<file path="src/rtl/mmu_bus_arbiter.sv">
// mmu_bus_arbiter: shares one AXI4-Lite master port between fetch reads and mem reads/writes.
// Define MMU_ARB_ROUND_ROBIN_EN for round-robin I/D arbitration; default is fixed D-over-I priority.
module mmu_bus_arbiter #(
    parameter int ADDR_W = 32,
    parameter int DATA_W = 32
) (
    input  logic                clk,
    input  logic                rst,
    input  logic [ADDR_W-1:0]   i_araddr,
    input  logic [2:0]          i_arprot,
    input  logic                i_arvalid,
    output logic                i_arready,
    output logic [DATA_W-1:0]   i_rdata,
    output logic [1:0]          i_rresp,
    output logic                i_rvalid,
    input  logic                i_rready,
    input  logic [ADDR_W-1:0]   d_araddr,
    input  logic [2:0]          d_arprot,
    input  logic                d_arvalid,
    output logic                d_arready,
    output logic [DATA_W-1:0]   d_rdata,
    output logic [1:0]          d_rresp,
    output logic                d_rvalid,
    input  logic                d_rready,
    input  logic [ADDR_W-1:0]   d_awaddr,
    input  logic [2:0]          d_awprot,
    input  logic                d_awvalid,
    input  logic [DATA_W-1:0]   d_wdata,
    input  logic [DATA_W/8-1:0] d_wstrb,
    input  logic                d_wvalid,
    output logic                d_awready,
    output logic                d_wready,
    output logic [1:0]          d_bresp,
    output logic                d_bvalid,
    input  logic                d_bready,
    output logic [ADDR_W-1:0]   axi_araddr,
    output logic [2:0]          axi_arprot,
    output logic                axi_arvalid,
    input  logic                axi_arready,
    input  logic [DATA_W-1:0]   axi_rdata,
    input  logic [1:0]          axi_rresp,
    input  logic                axi_rvalid,
    output logic                axi_rready,
    output logic [ADDR_W-1:0]   axi_awaddr,
    output logic [2:0]          axi_awprot,
    output logic                axi_awvalid,
    input  logic                axi_awready,
    output logic [DATA_W-1:0]   axi_wdata,
    output logic [DATA_W/8-1:0] axi_wstrb,
    output logic                axi_wvalid,
    input  logic                axi_wready,
    input  logic [1:0]          axi_bresp,
    input  logic                axi_bvalid,
    output logic                axi_bready
);
    typedef enum logic [2:0] {IDLE, RD_ADDR, RD_DATA, WR_REQ, WR_RESP} state_t;

    state_t r_state;
    logic   r_grant_d;
    logic   r_last_d;
    logic   w_idle;
    logic   w_d_wr;
    logic   w_d_req;
    logic   w_pick_d;
    logic   w_any;
    logic   w_aw_done;
    logic   w_w_done;

    assign w_idle  = r_state == IDLE;
    assign w_d_wr  = d_awvalid && d_wvalid;
    assign w_d_req = w_d_wr || d_arvalid;
    assign w_any   = w_d_req || i_arvalid;
`ifdef MMU_ARB_ROUND_ROBIN_EN
    assign w_pick_d = w_d_req && (!i_arvalid || !r_last_d);
`else
    assign w_pick_d = w_d_req;
`endif

    assign i_arready = w_idle && i_arvalid && !w_pick_d;
    assign d_arready = w_idle && w_pick_d && !w_d_wr;
    assign d_awready = w_idle && w_pick_d && w_d_wr;
    assign d_wready  = d_awready;

    // Response data passes straight through; only the valids are steered.
    assign i_rdata    = axi_rdata;
    assign i_rresp    = axi_rresp;
    assign d_rdata    = axi_rdata;
    assign d_rresp    = axi_rresp;
    assign i_rvalid   = r_state == RD_DATA && !r_grant_d && axi_rvalid;
    assign d_rvalid   = r_state == RD_DATA && r_grant_d && axi_rvalid;
    assign axi_rready = r_state == RD_DATA && (r_grant_d ? d_rready : i_rready);
    assign d_bresp    = axi_bresp;
    assign d_bvalid   = r_state == WR_RESP && axi_bvalid;
    assign axi_bready = r_state == WR_RESP && d_bready;

    assign w_aw_done = !axi_awvalid || axi_awready;
    assign w_w_done  = !axi_wvalid || axi_wready;

    always_ff @(posedge clk or posedge rst) begin
        if (rst) begin
            r_state     <= IDLE;
            r_grant_d   <= 1'b1;
            r_last_d    <= 1'b1;
            axi_araddr  <= '0;
            axi_arprot  <= '0;
            axi_arvalid <= 1'b0;
            axi_awaddr  <= '0;
            axi_awprot  <= '0;
            axi_awvalid <= 1'b0;
            axi_wdata   <= '0;
            axi_wstrb   <= '0;
            axi_wvalid  <= 1'b0;
        end else begin
            case (r_state)
                IDLE: begin
                    r_last_d  <= w_any ? w_pick_d : r_last_d;
                    r_grant_d <= w_any ? w_pick_d : r_grant_d;
                    if (w_pick_d && w_d_wr) begin
                        axi_awaddr  <= d_awaddr;
                        axi_awprot  <= d_awprot;
                        axi_wdata   <= d_wdata;
                        axi_wstrb   <= d_wstrb;
                        axi_awvalid <= 1'b1;
                        axi_wvalid  <= 1'b1;
                        r_state     <= WR_REQ;
                    end else if (w_any) begin
                        axi_araddr  <= w_pick_d ? d_araddr : i_araddr;
                        axi_arprot  <= w_pick_d ? d_arprot : i_arprot;
                        axi_arvalid <= 1'b1;
                        r_state     <= RD_ADDR;
                    end
                end
                RD_ADDR: begin
                    if (axi_arready) begin
                        axi_arvalid <= 1'b0;
                        r_state     <= RD_DATA;
                    end
                end
                RD_DATA: begin
                    if (axi_rvalid && axi_rready)
                        r_state <= IDLE;
                end
                WR_REQ: begin
                    if (axi_awready)
                        axi_awvalid <= 1'b0;
                    if (axi_wready)
                        axi_wvalid <= 1'b0;
                    if (w_aw_done && w_w_done)
                        r_state <= WR_RESP;
                end
                WR_RESP: begin
                    if (axi_bvalid && d_bready)
                        r_state <= IDLE;
                end
                default: r_state <= IDLE;
            endcase
        end
    end
endmodule

</file>
<file path="config.mk">
export PLATFORM = sky130hd
export DESIGN_NAME = mmu_bus_arbiter
export DESIGN_NICKNAME = d
export VERILOG_FILES = /design/src/rtl/mmu_bus_arbiter.sv
export SDC_FILE = /design/constraint.sdc
export NUM_CORES = 1
export LEC_CHECK = 0
export ABC_AREA = 1
export CAP_MARGIN = 25
export CORE_AREA = 2 2 146 148
export DETAILED_ROUTE_END_ITERATION = 10
export DIE_AREA = 0 0 148 150
export SKIP_LAST_GASP = 1
export SYNTH_ARGS = -nofsm -noshare
export SYNTH_HDL_FRONTEND = slang
export SYNTH_SLANG_ARGS = --single-unit
</file>
<file path="constraint.sdc">
create_clock -name clk -period 11.2 [get_ports clk]
set_input_delay 2.24 -clock clk [delete_from_list [all_inputs] [get_ports clk]]
set_output_delay 2.24 -clock clk [all_outputs]
set_load 0.05 [all_outputs]
</file>
==> results.txt, run 1 <==
The startpoint of the lowest-slack register-to-register path is r_state[0]. In this design, the critical path's most frequently occurring cell is clkdlybuf4s50_1. The max-slew violation count came to 0. The final critical path time including I/O delays and setup came out at between 7 and 8 ns. The global routing usage summed across all routing layers is 0.147. The diode insertion count for antenna repair is 0. The pin slew with the least headroom to its limit came out at approximately 0.93 ns. The slowest cell on the critical path is clkdlybuf4s50_1. The post-synthesis instance total is 709.

The number of cells traversed by the worst register-to-register path came out at 9. The number of nets in the synthesized netlist is 900. The floorplan die height is 150 µm. The area share of the largest cell type after synthesis came out at 0.515. The fraction of layout cells with a size suffix above 1 came out at 0.0502.

The flow ran to the end, and the final reports show no timing, DRC or antenna violations. Of all flip-flops after synthesis, the portion carrying an async set or reset was 1.00. The cell taking the most area after synthesis is dfrtp_1. The logic depth of the worst setup path including buffers is 7. Along the worst path, the maximum fanout reaches 39. The routed design has 16.4 mm of wire.

The ratio of routed vias to standard cells came out at 4.04. The path class of the tightest hold or removal check is flop to flop. The ratio of total power to cell area came out at about 320 nW/µm². The post-placement cell count came out at around 1200. The total half-perimeter wirelength after legalization and detailed placement is around 12 mm. Walking the worst path, the cells encountered are clkdlybuf4s50_1 > nand2_1 > inv_1 > nor2_4 > inv_2 > nor3_1 > clkdlybuf4s50_1. Setup repair after global routing left no endpoint under its margin.

The total of max-cap violations came out at 0. The analysis attributes to cell leakage a power of about 0.0042 µW. The first-pass detailed-route iteration total is 6. The share of the synthesized area in compound gates (AO/OA/AOI/OAI) is 0.00483.

The number of top-level pins came out at about 380. VDD sags by at most 0.000167 V. The post-route core utilization came out at 0.407. The number of design rule violations left after detail routing came out at 0. The number of buffers on the longest clock path is 2. In the final routed layout, each cell accounts on average for 13.8 µm. By area, the combinational part of the netlist is dominated by simple AND/OR/NAND/NOR gates.

The initial core utilization came out at 0.263. Counting flops and latches in the post-synthesis netlist gives roughly 110. In this run the horizontal extent of the chip is approximately 150 µm. The relative slew slack came out at 0.376. The area enclosed by the die boundary is roughly 22000 µm². Global routing finished with a remaining overflow of 0. In the final timing run, aggregate negative setup slack is 0 ns. The maximum level of the CTS H-tree is 4. The worst slack at placement came out at between 3 and 4 ns. The global-route wire length before repair is between 20 and 30 mm. The worst-skew pair later-pin latency is 0.42 ns. The number of library cell types mapped by synthesis came out at 19.

During placement, the flow inserted port buffers numbering between 200 and 300. The sum of buffers and inverters on the critical path came out at 4. TritonCTS built the clock tree. For this design, the CTS-stage hold fixing added 0 buffers. The highest clock rate is roughly 0.13 GHz.

The setup-violating endpoint count in the final report came out at 0. The worst setup path category is primary input to primary output. In the finished design, the share of the clock period the worst path needs comes to 0.662.

The data required time of the critical path is between 8 and 9 ns. Compared with the post-synthesis result, the final layout area differs by 54.6%. At the worst endpoint, the arrival time is 5.17 ns. The core region is around 21000 µm². The initial DRC count came out at roughly 220. The worst setup path is launched from a primary input.

The number of buffers inserted during clock tree synthesis is 17. The final standard cell count with taps included and fillers excluded came out at 1192. The share of synthesized area spent on multiplexers came out at 0. The remaining antenna violation count is 0. The largest net degree at the start of global routing came out at 76. The buffer type at the clock tree root is clkbuf_16. The placer congestion estimate came out at around 0.84. Sorting the synthesized cells by area gives the leading types as dfrtp_1 52%, nand2_1 31%, buf_4 11%, buf_2 1.4%, inv_1 1.2%. Among cell families on the critical path, the largest total delay comes from buffers and inverters. After clock tree synthesis, the setup repair step added 0 buffers. The largest clock skew in the final design came out at ~0.0082 ns. After layout, the worst setup slack is approximately 3.8 ns.

Of the total synthesized cell area, the portion taken by XOR and XNOR cells is 0. The worst min-delay path startpoint is axi_araddr[2]. The worst setup path startpoint is d_awvalid.

Row generation in the floorplan step produced 53 rows. A synthesized cell averages 7.67 µm². The register clock-pin slew on the reported worst setup and hold paths came out at approximately 0.05 ns. For this run, the slowest stage of the critical path takes between 0.8 and 0.9 ns. The post-synthesis cell area came out at 5440 µm². Ranked by instance count, the synthesized netlist is headed by 446 x nand2_1, 112 x dfrtp_1, 77 x buf_4. Of the synthesized area, sequential elements account for 0.520.

The depth of the worst hold-timing path came out at 2. The number of global-route vias before repair came to 4765. In the final design database the tool counted 1096 nets. The count of endpoints failing hold in the final timing report is 0. In the synthesized netlist the dominant register cell turns out to be dfrtp_1. nand2_1 is the most common cell in the netlist.

The initial antenna violation count was 0. For this design, the sink count on the clock tree is about 110. The count of flip-flops with a built-in enable after synthesis is 0. The via total after detailed routing is 4811. The worst setup path is captured at a primary output. Of the total synthesized cell area, the portion taken by full adders, half adders and majority gates is 0. During synthesis, Yosys emitted a total of 0 warnings. Of the total synthesized cell area, the portion taken by AND, OR, NAND and NOR gates is 0.331. In this run, post-CTS repair resized a total of 0 instances.
where the power goes:
group          total (µW)  internal (µW)  switching [µW]
sequential            704            600             103
combinational        1480            474            1000
clock                 510            309             201
layer usage:
metal | vias up | GRT usage | wire [µm]
met5 | - | 0 | 0
met4 | 0 | 0.0676 | 432
met3 | 41 | 0.0427 | 911
met2 | 156 | 0.239 | 8130
met1 | 2174 | 0.181 | 6970
li1 | 2440 | - | -
metrics by stage:
step / area [µm²] / total power [µW] / hold slack (ns)
5_1_grt: 8410 / 2850 / 0.487
3_3_place_gp: 7840 / 2180 / 0.454
6_report: 8410 / 2690 / 0.466
4_1_cts: 8390 / 2720 / 0.471
3_5_place_dp: 7840 / 2190 / 0.457
2_1_floorplan: 5440 / 1740 / 0.480
kinds of logic after synthesis:
| group | after synthesis |
|---|---|
| AND/OR/NAND/NOR | 473 |
| buffers and inverters | 120 |
| flip-flops | 113 |
| AO/OA/AOI/OAI | 3 |
layout by cell type (no fill, tap or decap), types with 2 or more instances in the layout:
cell type and count:
inv_1 16, nand2_1 445, clkinv_2 4, nor3_1 4, inv_2 3, nand2_2 2, nor2_1 11, clkinvlp_4 5
inv_4 2, buf_4 3, nand3_1 8, dfrtp_1 112, clkdlybuf4s50_1 272, clkbuf_16 17, inv_6 2
path summary, 6_finish.rpt:
path | endpoint | slack (ns)
max in group asynchronous | axi_wdata[5] | 7.66
max reg2reg | axi_wdata[4] | 8.93
max | i_arready | 3.79
min in group asynchronous | axi_awaddr[27] | 2.27
min | axi_araddr[2] | 0.47
min reg2reg | axi_araddr[2] | 0.47
final cells by class:
cell class / count / area, µm²
clock inverters: 13 / 114
inverters: 21 / 83.8
well taps: 275 / 344
multi-input cells: 476 / 1840
flip-flops and latches: 113 / 2830
repair buffers: 276 / 2770
clock buffers: 18 / 439
fillers: 2122 / 12300
flip-flops by register name (all words and copies together), names as in the netlist:
name	flops
axi_araddr	32
axi_arprot	3
axi_arvalid	1
axi_awaddr	32
axi_awprot	3
axi_awvalid	1
axi_wdata	32
axi_wstrb	4
axi_wvalid	1
r_grant_d	1
r_state	3
worst reg2reg max path, stage by stage (launching register included):
cell	delay, ns
dfrtp_1	0.41
nor2_2	0.16
nand2_1	0.14
inv_2	0.11
nand2_2	0.04
buf_4	0.32
inv_2	0.14
buf_4	0.56
nand2_1	0.22
nand2_1	0.10
Power figures use the tool's default switching activity.
==> run 2, diff against run 1 <==
Settings changed: PLACE_DENSITY from default to 0.66.
Clock period 11.2 ns to 6.2 ns, I/O delays scaled along.
==> results.txt, run 2 (synthesized netlist as in run 1, its figures left out) <==
Run status: finished, final reports clean (unchanged). The worst stage delay on the critical path came out at 0.83 ns (about the same). The clock network fraction of design power was 0.203 (was 0.189). Static timing analysis puts the maximum clock frequency at 0.223 GHz.

The count of filler cells inserted in the layout came out at 2127 (was 2122). The core box area is 20700 µm² (unchanged). The worst setup path category is primary input to primary output (unchanged). The data required time of the critical path came out at 4.96 ns (was 8.96 ns).

The slowest cell on the critical path is clkdlybuf4s50_1 (unchanged). The initial antenna violation count was 0 (unchanged). The diode insertion count for antenna repair is 0 (unchanged). The total of hold buffers inserted after clock tree synthesis came out at 0 (unchanged). The number of buffers added on ports came out at 272 (unchanged). The ratio of total power to cell area is 582 nW/µm² (was 320 nW/µm²). The ratio of routed vias to standard cells came out at 4.06 (was 4.04).

The largest clock skew in the final design is 0.0102 ns (was 0.00816 ns). The floorplan die height is 150 µm (unchanged). The power spent charging and discharging nets was 2370 µW (was 1310 µW). The relative slew slack came out at 0.433 (was 0.376). The number of instances resized during post-cts repair came out at 0 (unchanged). The pin slew with the least headroom to its limit was 0.851 ns (was 0.933 ns).

The max-slew violation count came out at 0 (unchanged). List of cells traversed by the critical path: clkdlybuf4s50_1 > nand2_1 > inv_1 > nor2_4 > inv_2 > nor3_1 > clkdlybuf4s50_1 (unchanged). Unrepaired setup endpoints after global routing: no (unchanged). The arrival time of the worst setup path was 3.24 ns (was 5.17 ns). The CTS tree is yes (unchanged). Top Registers: axi_araddr x32, axi_awaddr x32, axi_wdata x32 (unchanged). The critical path's most frequent cell was clkdlybuf4s50_1 (unchanged). The initial core utilization is 0.263 (unchanged). The via total after detailed routing was 4846 (was 4811). The top fanout value on the critical path is 36 (was 39). The worst supply voltage drop on vdd was 0.000318 V (was 0.000167 V).

The global routing usage summed across all routing layers is 0.146 (was 0.147). The total area of sequential cells came out at 2830 µm² (unchanged). The die width came out at 148 µm (unchanged). The area enclosed by the die boundary is 22200 µm² (unchanged). The number of design rule violations left after detail routing came out at 0 (unchanged). The largest net degree at the start of global routing came out at 75 (was 76). The type of element launching the critical path is a primary input (unchanged).

The number of top-level pins is 379 (unchanged). The switching fraction of total power came to 0.481 (was 0.486). The number of global-route vias before repair is 4736 (was 4765). The setup TNS after final layout came out at 0 ns (unchanged). The floorplan row count came out at 53 (unchanged). The total power draw came out at 4920 µW (was 2690 µW). The per-cell routed wire length is 13.7 µm (was 13.8 µm). The placer congestion estimate is 0.835 (was 0.838).

The remaining antenna violation count is 0 (unchanged). The final critical path time including I/O delays and setup is roughly 4.5 ns. The worst min-delay path category was flop to flop (unchanged). The dominant delay contributor by cell family on the critical path was buffers and inverters (unchanged). The global-route wire length before repair is 25.1 mm (was 25.5 mm). The leading cell type in the layout, fill and taps excluded is nand2_1 (unchanged). The share of total power in sequential cells was 0.258 (was 0.261). The number of clock sinks is 113 (unchanged). The area taken by multi-input logic gates came out at 1840 µm² (unchanged). The cell leakage power is 0.00419 µW (was 0.00416 µW). The sum of overflow across all layers after global routing came out at 0 (unchanged). The type of element capturing the critical path is a primary output (unchanged). The worst slack at placement came out at 1.71 ns (was 3.77 ns). The number of setup buffers added after CTS is 0 (unchanged). Most frequent cells in the layout: 445 x nand2_1, 272 x clkdlybuf4s50_1, 112 x dfrtp_1 (unchanged).

The final net count is 1097 (was 1096). The routed wire length is 16.3 mm (was 16.4 mm). The total half-perimeter wirelength after legalization and detailed placement is 11.7 mm (was 11.6 mm). The total of max-cap violations is 0 (unchanged). The setup-violating endpoint count in the final report came out at 0 (unchanged). The internal power component is 2550 µW (was 1380 µW).

The final cycle utilization of the critical path came out at 0.723. The sum of buffers and inverters on the critical path is 4 (unchanged). The first-pass detailed-route iteration total came to 4 (was 6).

The maximum level of the CTS H-tree is 4 (unchanged). The fraction of layout cells with a size suffix above 1 is 0.0522 (was 0.0502). The count of endpoints failing hold in the final timing report is 0 (unchanged).

The register clock-pin slew on the reported worst setup and hold paths came out at 0.06 ns (was 0.05 ns). The buffer type at the clock tree root was clkbuf_16 (unchanged). The combinational power share is 0.540 (was 0.549). The signed area change from the synthesized netlist to the final layout is 55.4% (was 54.6%).

The initial DRC count was 232 (was 215). The worst-skew pair later-pin latency came out at 0.41 ns (was 0.42 ns). The number of buffers on the longest clock path is 2 (unchanged). The smallest setup slack after layout is 1.72 ns (was 3.79 ns). The number of buffers inserted during clock tree synthesis came out at 17 (unchanged).
[run 2: changes by cell type in the layout (fill, tap and decap cells not counted), sizes merged]
cell	before	now
buf	4	5
bufinv	1	2
clkbuf	18	19
clkinv	5	3
clkinvlp	5	2
inv	23	27
[run 2: layer usage]
metal | global-route usage | vias to the layer above | wire [µm]
li1 | - | 2447 | -
met1 | 0.169 | 2207 | 6750
met2 | 0.249 | 149 | 8160
met3 | 0.0366 | 43 | 898
met4 | 0.0733 | 0 | 529
met5 | 0 | - | 0
[run 2: power groups by stage]
stage / Combinational, µW / Sequential, µW / Clock, µW
2_1_floorplan: 728 / 2410 / 0
3_3_place_gp: 2670 / 1270 / 0
3_5_place_dp: 2690 / 1270 / 0
4_1_cts: 2690 / 1270 / 1030
5_1_grt: 2820 / 1310 / 1070
6_report: 2660 / 1270 / 997
[run 2: metrics by stage]
step | util | hold WS, ns | cells | instance area, µm²
6_report | 0.409 | 0.466 | 1194 | 8450
5_1_grt | 0.409 | 0.495 | 1194 | 8450
4_1_cts | 0.409 | 0.471 | 1194 | 8450
3_5_place_dp | 0.380 | 0.457 | 1162 | 7850
3_3_place_gp | 0.380 | 0.454 | 1162 | 7850
2_1_floorplan | - | 0.480 | 709 | 5440
[run 2: final cells by class]
class | count | share of cell area
Clock inverter | 13 | 0.0173
Sequential cell | 113 | 0.335
Multi-Input combinational cell | 476 | 0.217
Tap cell | 275 | 0.0407
Clock buffer | 19 | 0.0536
Timing Repair Buffer | 277 | 0.327
Inverter | 21 | 0.00992
[run 2: tightest hold or removal path, delay by kind of cell, from the launching register on]
family | cells | cell delay (ns)
and+or+nand+nor | 2 | 0.09
DFF | 1 | 0.34
[run 2: final timing paths]
kind	endpoint	cells past startpoint	slack, ns	from
min	axi_araddr[29]	2	0.47	axi_araddr[29]
min in group asynchronous	axi_araddr[20]	2	1.37	rst
max in group asynchronous	axi_wdata[11]	3	3.66	rst
min reg2reg	axi_araddr[29]	2	0.47	axi_araddr[29]
max reg2reg	axi_araddr[7]	9	4.00	r_state[0]
max	i_arready	7	1.72	d_awvalid
==> run 3, diff against run 2 <==
Settings changed: PLACE_DENSITY 0.66 to default.
Clock period 6.2 ns to 4.65 ns, I/O delays scaled along.
==> results.txt, run 3 (synthesized netlist as in run 1, its figures left out) <==
Run status: finished, final reports clean (unchanged). The floorplan die height is 150 µm (unchanged). The number of buffers added on ports came out at 272 (unchanged).

The worst setup path category is primary input to primary output (unchanged). The worst-skew pair later-pin latency is 0.42 ns (was 0.41 ns). The leading cell type in the layout, fill and taps excluded is nand2_1 (unchanged). Unrepaired setup endpoints after global routing: no (unchanged).

The register clock-pin slew on the reported worst setup and hold paths came out at 0.05 ns (was 0.06 ns). The global-route wire length before repair came to 25.8 mm (was 25.1 mm). Top Registers: axi_araddr x32, axi_awaddr x32, axi_wdata x32 (unchanged). The total power draw was 6600 µW (was 4920 µW). The number of design rule violations left after detail routing is 0 (unchanged). The met1 usage came to 0.178 (was 0.169). The total cell area at the placement stage is 7900 µm² (was 7850 µm²). The number of buffers on the longest clock path came out at 2 (unchanged). The global-route met3 utilization came out at 0.0494 (was 0.0366).

The total of max-cap violations came out at 0 (unchanged). Most frequent cells in the layout: 445 x nand2_1, 269 x clkdlybuf4s50_1, 112 x dfrtp_1 (was 445 x nand2_1, 272 x clkdlybuf4s50_1, 112 x dfrtp_1). The count of filler cells inserted in the layout came to 2136 (was 2127).

The final net count is 1098 (was 1097). The worst supply voltage drop on vdd is 0.000283 V (was 0.000318 V). The arrival time of the worst setup path is 2.59 ns (was 3.24 ns).

The sum of overflow across all layers after global routing came out at 0 (unchanged). The diode insertion count for antenna repair is 0 (unchanged). The ratio of routed vias to standard cells was 4.03 (was 4.06).

The data required time of the critical path came out at 3.72 ns (was 4.96 ns). The type of element capturing the critical path is a primary output (unchanged). The number of instances resized during post-cts repair came out at 0 (unchanged).

Of the available clock period, the critical path in the final layout requires 0.758. The initial DRC count is 163 (was 232). The relative slew slack is 0.444 (was 0.433).

The first-pass detailed-route iteration total is 4 (unchanged). The top fanout value on the critical path is 3 (was 36). The type of element launching the critical path is a primary input (unchanged). The final critical path time including I/O delays and setup is around 3.5 ns. The routed wire length is 16.6 mm (was 16.3 mm). The number of setup buffers added after CTS came out at 0 (unchanged). The global routing usage on met2 is 0.243 (was 0.249). The total of hold buffers inserted after clock tree synthesis came out at 0 (unchanged). The signed area change from the synthesized netlist to the final layout was 56.4% (was 55.4%). The area enclosed by the die boundary is 22200 µm² (unchanged).

The maximum level of the CTS H-tree came out at 4 (unchanged). The core box area is 20700 µm² (unchanged). The per-cell routed wire length came out at 13.9 µm (was 13.7 µm). The remaining antenna violation count is 0 (unchanged). The number of buffers inserted during clock tree synthesis came to 17 (unchanged).

The depth of the worst hold-timing path is 2 (unchanged). The highest clock rate is around 0.28 GHz. The number of cells traversed by the worst register-to-register path came out at 8 (was 9).

The number of top-level pins came out at 379 (unchanged). The placer congestion estimate is 0.800 (was 0.835). The final design instance area without fill is 8510 µm² (was 8450 µm²). The number of clock sinks is 113 (unchanged). The buffer type at the clock tree root is clkbuf_16 (unchanged). The initial antenna violation count is 0 (unchanged). The largest net degree at the start of global routing was 75 (unchanged). The global routing usage summed across all routing layers is 0.149 (was 0.146). The largest clock skew in the final design was 0.0139 ns (was 0.0102 ns). The global-route layer with the greatest usage is met2 (unchanged). The total half-perimeter wirelength after legalization and detailed placement was 11.8 mm (was 11.7 mm). The setup TNS after final layout came out at 0 ns (unchanged). The ratio of total power to cell area is 776 nW/µm² (was 582 nW/µm²). The number of global-route vias before repair is 4697 (was 4736). The pin slew with the least headroom to its limit came out at 0.834 ns (was 0.851 ns).

The via total after detailed routing came to 4814 (was 4846). The fraction of layout cells with a size suffix above 1 is 0.0555 (was 0.0522). The initial core utilization came out at 0.263 (unchanged). The post-route core utilization came out at 0.411 (was 0.409). The floorplan row count was 53 (unchanged).

The cell leakage power is 0.00421 µW (was 0.00419 µW). The count of endpoints failing hold in the final timing report came out at 0 (unchanged). The max-slew violation count is 0 (unchanged).

The worst min-delay path category is flop to flop (unchanged). The die width came out at 148 µm (unchanged). The setup-violating endpoint count in the final report is 0 (unchanged). The CTS tree was yes (unchanged).
run 3: layer usage:
layer  part of all wire  vias up  routed length [µm]
li1                   -     2439                   -
met1               0.42     2183                6930
met2               0.49      152                8150
met3              0.063       40                1050
met4              0.029        0                 486
met5                  0        -                   0
run 3: cell type report:
type | count | area (µm²) | area share
multi-input cells | 476 | 1840 | 0.216
clock inverters | 14 | 181 | 0.0213
repair buffers | 278 | 2810 | 0.330
inverters | 21 | 83.8 | 0.00985
well taps | 275 | 344 | 0.0404
clock buffers | 17 | 425 | 0.0500
flip-flops and latches | 113 | 2830 | 0.332
run 3: worst max-delay path, stage by stage:
cell             delay (ns)
clkdlybuf4s50_1        0.47
nand2_1                0.09
inv_1                  0.13
nor2_4                 0.04
nor2_1                 0.12
clkdlybuf4s50_1        0.81
run 3: worst paths after layout:
kind,from,to,slack (ns)
worst max-delay path,d_wvalid,d_arready,1.13
min in group asynchronous,rst,axi_wdata[4],0.95
max in group asynchronous,rst,axi_awaddr[1],2.90
worst max register to register,r_state[0],axi_wdata[1],2.60
worst min-delay path,axi_araddr[30],axi_araddr[30],0.47
worst min register to register,axi_araddr[30],axi_araddr[30],0.47
run 3: power breakdown:
| group | internal [µW] | total [µW] | switching [µW] | leakage [µW] |
|---|---|---|---|---|
| logic | 1140 | 3570 | 2420 | 0.00252 |
| registers | 1450 | 1690 | 247 | 0.00140 |
| clock network | 847 | 1340 | 498 | 0.000288 |
run 3: metrics by stage:
stage | setup slack (ns) | std cells | hold slack, ns
6_report | 1.13 | 1194 | 0.468
5_1_grt | 1.06 | 1194 | 0.487
4_1_cts | 1.11 | 1194 | 0.472
3_5_place_dp | 1.12 | 1163 | 0.457
3_3_place_gp | 1.12 | 1163 | 0.453
2_1_floorplan | 0.734 | 709 | 0.480
